**src/rtl/mul_arb_pkg.sv**
```systemverilog
// Shared types for the FP16 multiplier arbiter: FP16 field positions, FSM states
// and the tag that follows each operation through the multiplier pipeline.
package mul_arb_pkg;

    localparam int SIGN_BIT = 15;
    localparam int EXP_MSB  = 14;
    localparam int EXP_LSB  = 10;
    localparam int MAN_W    = 10;

    localparam logic [15:0] FP16_ZERO = 16'h0000;

    // Wide enough for the largest supported requester count (8).
    localparam int TAG_ID_W = 3;

    typedef enum logic [1:0] {
        RUN,
        DRAIN,
        DRAINED
    } arb_state_e;

    typedef struct packed {
        logic                valid;
        logic [TAG_ID_W-1:0] id;
        logic                zflag;
    } tag_t;

    function automatic logic expIsZero(input logic [15:0] x);
        return x[EXP_MSB:EXP_LSB] == '0;
    endfunction

endpackage

```
**src/rtl/rr_pick.sv**
```systemverilog
// Combinational round-robin picker: first set request at or above ptr, with wrap.
module rr_pick #(
    parameter int N = 4,
    parameter int W = 2
) (
    input  logic [N-1:0] req_i,
    input  logic [W-1:0] ptr_i,
    output logic [N-1:0] grant_o,
    output logic [W-1:0] idx_o
);

    logic         found;
    logic [W-1:0] cand;

    always_comb begin
        grant_o = '0;
        idx_o   = '0;
        found   = 1'b0;
        cand    = '0;
        for (int k = 0; k < N; k++) begin
            cand = W'((int'(ptr_i) + k) % N);
            if (!found && req_i[cand]) begin
                grant_o[cand] = 1'b1;
                idx_o         = cand;
                found         = 1'b1;
            end
        end
    end

endmodule

```
**src/rtl/mod_multiply_arbiter.sv**
```systemverilog
// Round-robin front end sharing one pipelined FP16 multiplier, with drain control.
// Optional MUL_ZERO_BYPASS_EN: zero-exponent operands yield a signed zero result.
module mod_multiply_arbiter
    import mul_arb_pkg::*;
#(
    parameter int NUM_REQ = 4,
    parameter int ID_W    = 2,
    parameter int MUL_LAT = 2
) (
    input  logic                  clk,
    input  logic                  rst,
    input  logic [NUM_REQ-1:0]    req_valid,
    input  logic [NUM_REQ*16-1:0] req_a,
    input  logic [NUM_REQ*16-1:0] req_b,
    output logic [NUM_REQ-1:0]    req_ready,
    output logic [15:0]           mul_a,
    output logic [15:0]           mul_b,
    output logic                  mul_en,
    input  logic [15:0]           mul_out,
    output logic                  rsp_valid,
    output logic [ID_W-1:0]       rsp_id,
    output logic [15:0]           rsp_data,
    input  logic                  drain,
    output logic                  drained,
    output logic                  busy
);

    arb_state_e state_q, state_d;

    logic [ID_W-1:0]    ptr_q, ptr_d;
    logic [NUM_REQ-1:0] pickGrant;
    logic [ID_W-1:0]    pickIdx;
    logic               grantEnable;
    logic               transfer;
    logic [15:0]        selA, selB;

    logic [15:0]     mulA_q, mulB_q;
    logic            mulEn_q;
    logic [ID_W-1:0] issueId_q;
    logic            issueZflag;

    tag_t tag_q [MUL_LAT];

    logic            rspValid_q;
    logic [ID_W-1:0] rspId_q;
    logic [15:0]     rspData_q, rspData_d;
    logic            unusedTagBits;

    rr_pick #(
        .N(NUM_REQ),
        .W(ID_W)
    ) uPick (
        .req_i  (req_valid),
        .ptr_i  (ptr_q),
        .grant_o(pickGrant),
        .idx_o  (pickIdx)
    );

    assign req_ready = grantEnable ? pickGrant : '0;
    assign transfer  = |req_ready;

    always_comb begin
        ptr_d = ptr_q;
        if (transfer) begin
            if (int'(pickIdx) == NUM_REQ - 1) ptr_d = '0;
            else                              ptr_d = pickIdx + 1'b1;
        end
    end

    always_comb begin
        selA = FP16_ZERO;
        selB = FP16_ZERO;
        for (int i = 0; i < NUM_REQ; i++) begin
            if (pickGrant[i]) begin
                selA = req_a[16*i +: 16];
                selB = req_b[16*i +: 16];
            end
        end
    end

    always_comb begin
        busy = mulEn_q;
        for (int i = 0; i < MUL_LAT; i++) busy = busy | tag_q[i].valid;
    end

    always_ff @(posedge clk or negedge rst) begin
        if (!rst) state_q <= RUN;
        else      state_q <= state_d;
    end

    // Clearing drain always wins over finishing the drain.
    always_comb begin
        state_d = state_q;
        unique case (state_q)
            RUN:     if (drain) state_d = DRAIN;
            DRAIN:   if (!drain) state_d = RUN;
                     else if (!busy) state_d = DRAINED;
            DRAINED: if (!drain) state_d = RUN;
            default: state_d = RUN;
        endcase
    end

    always_comb begin
        grantEnable = (state_q == RUN) && !drain;
        drained     = (state_q == DRAINED);
    end

    always_ff @(posedge clk or negedge rst) begin
        if (!rst) begin
            ptr_q     <= '0;
            mulEn_q   <= 1'b0;
            mulA_q    <= FP16_ZERO;
            mulB_q    <= FP16_ZERO;
            issueId_q <= '0;
        end else begin
            ptr_q   <= ptr_d;
            mulEn_q <= transfer;
            if (transfer) begin
                mulA_q    <= selA;
                mulB_q    <= selB;
                issueId_q <= pickIdx;
            end
        end
    end

`ifdef MUL_ZERO_BYPASS_EN
    logic issueZ_q;
    logic issueSign_q;
    logic zSign_q [MUL_LAT];

    always_ff @(posedge clk or negedge rst) begin
        if (!rst) begin
            issueZ_q    <= 1'b0;
            issueSign_q <= 1'b0;
            for (int i = 0; i < MUL_LAT; i++) zSign_q[i] <= 1'b0;
        end else begin
            if (transfer) begin
                issueZ_q    <= expIsZero(selA) | expIsZero(selB);
                issueSign_q <= selA[SIGN_BIT] ^ selB[SIGN_BIT];
            end
            zSign_q[0] <= issueSign_q;
            for (int i = 1; i < MUL_LAT; i++) zSign_q[i] <= zSign_q[i-1];
        end
    end

    assign issueZflag = issueZ_q;

    // The multiplier forces a hidden leading 1, so zero-exponent inputs are patched here.
    always_comb begin
        rspData_d = mul_out;
        if (tag_q[MUL_LAT-1].zflag) rspData_d = {zSign_q[MUL_LAT-1], 15'd0};
    end
`else
    assign issueZflag = 1'b0;

    always_comb begin
        rspData_d = mul_out;
    end
`endif

    always_ff @(posedge clk or negedge rst) begin
        if (!rst) begin
            for (int i = 0; i < MUL_LAT; i++) tag_q[i] <= '0;
        end else begin
            tag_q[0] <= '{valid: mulEn_q, id: TAG_ID_W'(issueId_q), zflag: issueZflag};
            for (int i = 1; i < MUL_LAT; i++) tag_q[i] <= tag_q[i-1];
        end
    end

    always_ff @(posedge clk or negedge rst) begin
        if (!rst) begin
            rspValid_q <= 1'b0;
            rspId_q    <= '0;
            rspData_q  <= FP16_ZERO;
        end else begin
            rspValid_q <= tag_q[MUL_LAT-1].valid;
            if (tag_q[MUL_LAT-1].valid) begin
                rspId_q   <= tag_q[MUL_LAT-1].id[ID_W-1:0];
                rspData_q <= rspData_d;
            end
        end
    end

    assign unusedTagBits = ^{tag_q[MUL_LAT-1].id, tag_q[MUL_LAT-1].zflag};

    assign mul_a     = mulA_q;
    assign mul_b     = mulB_q;
    assign mul_en    = mulEn_q;
    assign rsp_valid = rspValid_q;
    assign rsp_id    = rspId_q;
    assign rsp_data  = rspData_q;

endmodule

```
**config.mk**
```make
export PLATFORM = sky130hd
export DESIGN_NAME = mod_multiply_arbiter
export DESIGN_NICKNAME = d
export VERILOG_FILES = /design/src/rtl/mul_arb_pkg.sv /design/src/rtl/rr_pick.sv /design/src/rtl/mod_multiply_arbiter.sv
export SDC_FILE = /design/constraint.sdc
export NUM_CORES = 1
export LEC_CHECK = 0
export ABC_AREA = 1
export CORE_UTILIZATION = 41
export DETAILED_ROUTE_END_ITERATION = 16
export PLACE_DENSITY = 0.82
export SETUP_SLACK_MARGIN = 0.2
export SLEW_MARGIN = 20
export SYNTH_ARGS = -nofsm -noshare
export SYNTH_HDL_FRONTEND = slang
export SYNTH_SLANG_ARGS = --single-unit
```
**constraint.sdc**
```tcl
create_clock -name clk -period 3.2 [get_ports clk]
set_input_delay 0.32 -clock clk [delete_from_list [all_inputs] [get_ports clk]]
set_output_delay 0.32 -clock clk [all_outputs]
set_load 0.02 [all_outputs]
```
==> impl_metrics.json, run 1 <==
{
  "final-setup-viol-count": 0,
  "critPathCaptureType": "output pin",
  "p_leak_nw": 3.23,
  "die_area_um2": 10400,
  "reg2reg_slack_ns": 0.48,
  "drv_cap": 0,
  "dr.pass1.iters": 4,
  "arrival_ns": 2.48,
  "gr-total-overflow": 0,
  "finalNetCount": 933,
  "clock-root-buffer": "clkbuf_8",
  "final_layout_size_suffix_gt1_frac": 0.0923,
  "area_growth_pct": 57.6,
  "n_antenna_cell": 0,
  "synthesis.nets": 736,
  "power_frac_comb": 0.710,
  "cts_hold_buffers": 0,
  "synth_mux_area_frac": 0.0493,
  "synth_edf_count": 0,
  "p_clk_frac": 0.099,
  "maxSlewViolCount": 0,
  "die_h_um": 102,
  "place.gp.congestion": 1.01,
  "via_per_inst": 4.93,
  "power_density_nw_per_um2": 1200,
  "clkSinkCount": 64,
  "finalCriticalPeriod_ns": 2.80,
  "tns_ns": 0,
  "cts_max_level": 3,
  "drc": 0,
  "place_ws_ns": 0.216,
  "antenna_found_initial": 0,
  "cts_tree": "built",
  "critPathMaxFanout": 8,
  "hold_path.class": "input port to async pin",
  "dr_total_vias": 4504,
  "dp_hpwl_mm": 9.29,
  "final-hold-violation-count": 0,
  "cts_buffers": 9,
  "intPower_mw": 3.82,
  "core_um2": 9730,
  "yosysSeqAreaShare": 0.390,
  "switching_power_mw": 3.95,
  "grt_pass1_vias": 4164,
  "layout_setup_ws_ns": 0.396,
  "synth_compound_area_frac": 0.137,
  "fin_util": 0.666,
  "outcome": "finished clean",
  "clk_pin_slew_worst_paths_ns": 0.07,
  "synth_xor_area_frac": 0.00213,
  "synth-seq-cells": 64,
  "yosysUniqueCellTypes": 26,
  "sequentialPowerShare": 0.191,
  "drtIter0Drc": 215,
  "die_w_um": 102,
  "stdcell_count": 913,
  "cp.required_ns": 2.88,
  "io_pins": 209,
  "grt_use_total": 0.243,
  "start_util": 0.422,
  "switching_share": 0.509,
  "yosys_warnings": 0,
  "port_buffers": 208,
  "finalCritPeriodShare": 0.876,
  "clock_path_buffers": 2,
  "num_rows": 36,
  "path_class": "register to output pin",
  "max_freq_mhz": 357,
  "fin_skew_ns": 0.00687,
  "dp.cells": 896,
  "worst_pin_slew_ns": 0.672,
  "ir_drop_v": 0.000761,
  "synthFlopType": "dfrtp_1",
  "synth_area_um2": 4110,
  "synthArstFlopShare": 1.00,
  "start_kind": "register",
  "yosys.area_share.simple": 0.283,
  "grt_pass1_wl_mm": 19.8,
  "synth_top_family_by_area": "simple AND/OR/NAND/NOR gates",
  "syn-instance-count": 578,
  "grt_start_max_net_pins": 65,
  "antenna_left": 0,
  "syn_avg_cell_area_um2": 7.11,
  "total_power_mw": 7.77,
  "routed_wl_mm": 12.7,
  "routedWlPerCell_um": 13.9,
  "relSlewSlack": 0.552,
  "rsz0062_at_grt": "no",
  "synthAdderAreaFrac": 0.0213,
  "insertion_delay_ns": 0.33
}
## power groups by stage
stage / clock network, mW / registers [mW] / logic, mW
after floorplan: 0 / 1.88 / 3.50
after global placement: 0 / 1.48 / 5.37
after detailed placement: 0 / 1.50 / 5.49
after CTS: 0.793 / 1.48 / 5.53
after global routing: 0.828 / 1.53 / 6.11
final: 0.773 / 1.48 / 5.52
## what timing repair did
action                     in CTS  in global routing
cloned                          0                  0
setup buffers                   1                  0
pin swaps                       0                  0
setup endpoints to repair       4                 11
resized for setup               7                  3
## synth_stat cells (all sizes together) (2+ instances only)
| library cell | instances | area share |
|---|---|---|
| buf | 23 | 0.036 |
| ha | 7 | 0.021 |
| nand4 | 4 | 0.0061 |
| inv | 81 | 0.074 |
| a21oi | 101 | 0.12 |
| mux2 | 18 | 0.049 |
| o21ai | 4 | 0.0049 |
| nor3 | 2 | 0.0024 |
| dfrtp | 64 | 0.39 |
| clkbuf | 8 | 0.0073 |
| nand3 | 46 | 0.060 |
| nor2 | 72 | 0.074 |
| nand2 | 143 | 0.14 |
| a21boi | 4 | 0.0073 |
## critical path, stage by stage, from the launching register on
cell	delay, ns
dfrtp_2	0.47
inv_2	0.16
ha_2	0.33
inv_1	0.10
nand3_1	0.09
nand2_1	0.13
nand2_1	0.09
nor2_2	0.14
nand2_1	0.09
nand3_2	0.08
nand2_1	0.08
inv_1	0.07
dlygate4sd2_1	0.33
## kinds of logic (layout without fill, tap and decap cells)
kind of cell | count (synthesis) | in the layout
and+or+nand+nor | 267 | 267
AOI/OAI and AO/OA | 109 | 109
buffers and inverters | 112 | 314
xor gates and xnor gates | 1 | 1
muxes | 18 | 18
DFF | 64 | 64
adders and majority gates | 7 | 7
## per-layer routing
layer / up-vias / wire length (um) / track usage
met5: - / 0 / 0
met4: 0 / 376 / 0.105
met3: 29 / 979 / 0.0506
met2: 198 / 6190 / 0.418
met1: 2067 / 5190 / 0.294
li1: 2210 / - / -
## cell usage in the layout (no fill, tap or decap), drive strengths merged
master	n
xnor2	1
nor2	72
bufinv	2
nand2	143
buf	10
dlygate4sd2	4
o21ai	4
ha	7
clkinv	1
inv	81
nor3	2
a21oi	101
dfrtp	64
clkbuf	11
nand3	46
clkdlybuf4s50	203
mux2	18
nand4	4
a21boi	4
clkinvlp	2
## worst paths after layout
path / start / endpoint / cells after the start
hold / removal: rst / mul_a[7] / 1
setup / recovery: ptr_q[1] / req_ready[2] / 12
max in group asynchronous: rst / mul_a[3] / 2
hold reg to reg: tag_q[7] / tag_q[2] / 0
min in group clk: tag_q[7] / tag_q[2] / 0
setup reg to reg: ptr_q[1] / mul_a[10] / 14
## layout make-up
cell class	instances	area, um2
Fill cell	855	3250
Timing Repair Buffer	217	2140
Multi-Input combinational cell	402	2040
Sequential cell	64	1600
Inverter	81	307
Tap cell	133	166
Clock buffer	11	141
Clock inverter	5	80.1
## metrics by stage
| stage | cell area, um2 | hold slack (ns) |
|---|---|---|
| 2_1_floorplan | 4110 | 0.0244 |
| 5_1_grt | 6480 | 0.0670 |
| 6_report | 6480 | 0.0152 |
| 3_3_place_gp | 6240 | 0.337 |
| 3_5_place_dp | 6240 | 0.335 |
| 4_1_cts | 6470 | 0.0350 |
## sequential cells by signal (all words and copies together), names as in the netlist, named ones only
register,count
state_q,2
rsp_data,16
mul_a,16
mul_b,16
rsp_id,2
rsp_valid,1
issueId_q,2
tag_q,6
mul_en,1
ptr_q,1
Note: power is estimated with default switching activity, not from simulation.
==> run 2: changes to the inputs <==
- ABC_AREA: 1 -> not set
- CORE_UTILIZATION: 41 -> 42
- PLACE_DENSITY: 0.82 -> 0.89
==> run 2 against run 1 <==
Core utilization rose by 6.7 points; wire length is 49% higher; clock power grew 5.2%; largest power group unchanged; via count grew 18%; combinational power up 10%; largest cell class unchanged; first-iteration DRC count is 88% higher; synthesized area up 11%; synthesized cell count shrank 15%; hold slack better by 0.35 ns; sequential share of layout area shrank 3.8 points; maximum frequency fell by 8.8%; power increased by 8.0%.
==> impl_metrics.json, run 2 <==
{
  "num_rows": 37,
  "cts_tree": "built",
  "outcome": "finished clean",
  "power_density_nw_per_um2": 1100,
  "syn-instance-count": 490,
  "fin_skew_ns": 0.0195,
  "dp_hpwl_mm": 12.6,
  "reg2reg_slack_ns": 0.12,
  "die_w_um": 106,
  "holdPathStages": 0,
  "dr_total_vias": 5306,
  "grt_pass1_wl_mm": 27.2,
  "hold_path.class": "register to register",
  "grt_start_max_net_pins": 47,
  "clock-root-buffer": "clkbuf_8",
  "dp.cells": 834,
  "stdcell_count": 866,
  "antenna_left": 0,
  "cts_max_level": 3,
  "yosys_warnings": 0,
  "layout_setup_ws_ns": 0.125,
  "final-hold-violation-count": 0,
  "io_pins": 209,
  "cp.required_ns": 3.47,
  "reg2regPathDepth": 10,
  "drc": 0,
  "dr.pass1.iters": 5,
  "critPathMaxFanout": 9,
  "drtIter0Drc": 405,
  "synth_area_um2": 4540,
  "netlist_top_cells_count": "inv_1 (73), dfrtp_1 (64), clkbuf_1 (38)",
  "final_common_cell": "clkdlybuf4s50_1",
  "finalCritPeriodShare": 0.961,
  "synthAdderAreaFrac": 0.0193,
  "via_per_inst": 6.13,
  "grt_pass1_vias": 5293,
  "placed_area_um2": 7070,
  "start_kind": "register",
  "die_area_um2": 11200,
  "synthArstFlopShare": 1.00,
  "synth_xor_area_frac": 0.00193,
  "routedWlPerCell_um": 21.9,
  "core_um2": 10400,
  "finalNetCount": 883,
  "grt_use_total": 0.311,
  "synth-seq-cells": 64,
  "synthFlopType": "dfrtp_1",
  "cts_buffers": 9,
  "critPathCaptureType": "register",
  "synth_most_common_cell": "inv_1",
  "mostFrequentLayoutCells": "clkdlybuf4s50_1 (203), inv_1 (72), dfrtp_1 (63)",
  "clk_pin_slew_worst_paths_ns": 0.08,
  "insertion_delay_ns": 0.35,
  "synth_largest_area_cell": "dfrtp_1",
  "ir_drop_v": 0.000668,
  "final_layout_size_suffix_gt1_frac": 0.204,
  "clkSinkCount": 64,
  "die_h_um": 106,
  "start_util": 0.436,
  "routed_wl_mm": 19.0,
  "synthesis.nets": 648,
  "hold_slack_ns": 0.366,
  "arrival_ns": 3.34,
  "synth.top_cells.by_area": "dfrtp_1 (35%), a32oi_1 (6.4%), a2111oi_0 (6.2%), inv_1 (6.0%), o311ai_0 (5.6%)",
  "yosysSeqAreaShare": 0.352,
  "synth_edf_count": 0,
  "synth_mux_area_frac": 0.0752,
  "synth_top_area_frac": 0.352,
  "hp-start": "tag_q[7]",
  "final-setup-viol-count": 0,
  "path_class": "register to register",
  "tns_ns": 0,
  "maxSlewViolCount": 0,
  "clock_path_buffers": 2,
  "syn_avg_cell_area_um2": 9.27,
  "rsz0062_at_grt": "yes",
  "gr-total-overflow": 0,
  "antenna_found_initial": 0,
  "p_leak_nw": 3.28,
  "port_buffers": 208,
  "synth_top_family_by_area": "compound AO/OA/AOI/OAI gates",
  "postLayoutCellArea_um2": 7630,
  "relSlewSlack": 0.602,
  "yosys.area_share.simple": 0.0457,
  "area_growth_pct": 67.9,
  "min_to": "tag_q[2]",
  "worst_pin_slew_ns": 0.596,
  "drv_cap": 0,
  "max_freq_mhz": 325,
  "place.gp.congestion": 0.887,
  "finalCriticalPeriod_ns": 3.08,
  "r2r_end": "mul_a[3]",
  "place_ws_ns": -0.253,
  "n_antenna_cell": 0,
  "yosysUniqueCellTypes": 54,
  "synth_compound_area_frac": 0.390
}
[run 2: cell families (layout without fill, tap and decap cells)]
family / Yosys count / in the layout
simple gates: 35 / 35
buf+inv: 128 / 368
compound gates: 227 / 227
fa+ha+maj: 7 / 7
mux: 28 / 28
xor+xnor: 1 / 1
flops: 64 / 64
[run 2: area by class of cell]
| class | instances | area, um2 |
|---|---|---|
| multi-input cells | 298 | 2630 |
| clock inverters | 6 | 91.3 |
| inverters | 73 | 282 |
| clock buffers | 10 | 138 |
| repair buffers | 279 | 2720 |
| well taps | 136 | 170 |
| fillers | 728 | 2790 |
| flip-flops and latches | 64 | 1600 |
[run 2: power breakdown]
group | switching, mW | internal (mW)
registers | 0.261 | 1.23
clock network | 0.349 | 0.464
logic | 3.29 | 2.80
total | 3.90 | 4.50
[run 2: how the worst max path moves through the flow]
stage	cells after the start	start	to	slack, ns
2_1_floorplan	12	register	issueId_q[0]	0.07
3_3_place_gp	9	req_valid[2]	mul_a[7]	-0.17
3_5_place_dp	9	req_valid[1]	mul_a[7]	-0.25
4_1_cts	9	register	req_ready[1]	0.12
5_1_grt	10	register	mul_a[3]	0.01
6_report	10	register	mul_a[3]	0.12
[run 2: worst max-delay path, stage by stage, from the launching register on]
cell and delay [ns]:
dfrtp_2 0.49, buf_4 0.15, mux4_2 0.55, buf_4 0.19, nand3b_1 0.18, o311a_4 0.17, buf_4 0.20, buf_4 0.18
a2111oi_1 0.46, o311ai_0 0.20, a32oi_1 0.23
[run 2: repair_timing]
action	CTS	global route
hold buffers	1	0
endpoints found under the setup margin	40	40
gates resized for setup	15	49
pin swaps	1	5
endpoints found under the hold margin	18	0
setup buffers	6	5
cloned	0	4
[run 2: through the flow]
step	power, mW	util
after floorplan	4.56	-
after CTS	7.65	0.709
after detailed placement	6.68	0.679
after global routing	8.76	0.733
final	8.39	0.733
after global placement	6.52	0.679
[run 2: routing by layer]
metal	wire, um	vias to the layer above	global-route usage
met5	0	-	0
met4	760	0	0.139
met3	1710	74	0.0674
met2	9430	356	0.536
met1	7060	2536	0.371
li1	-	2340	-
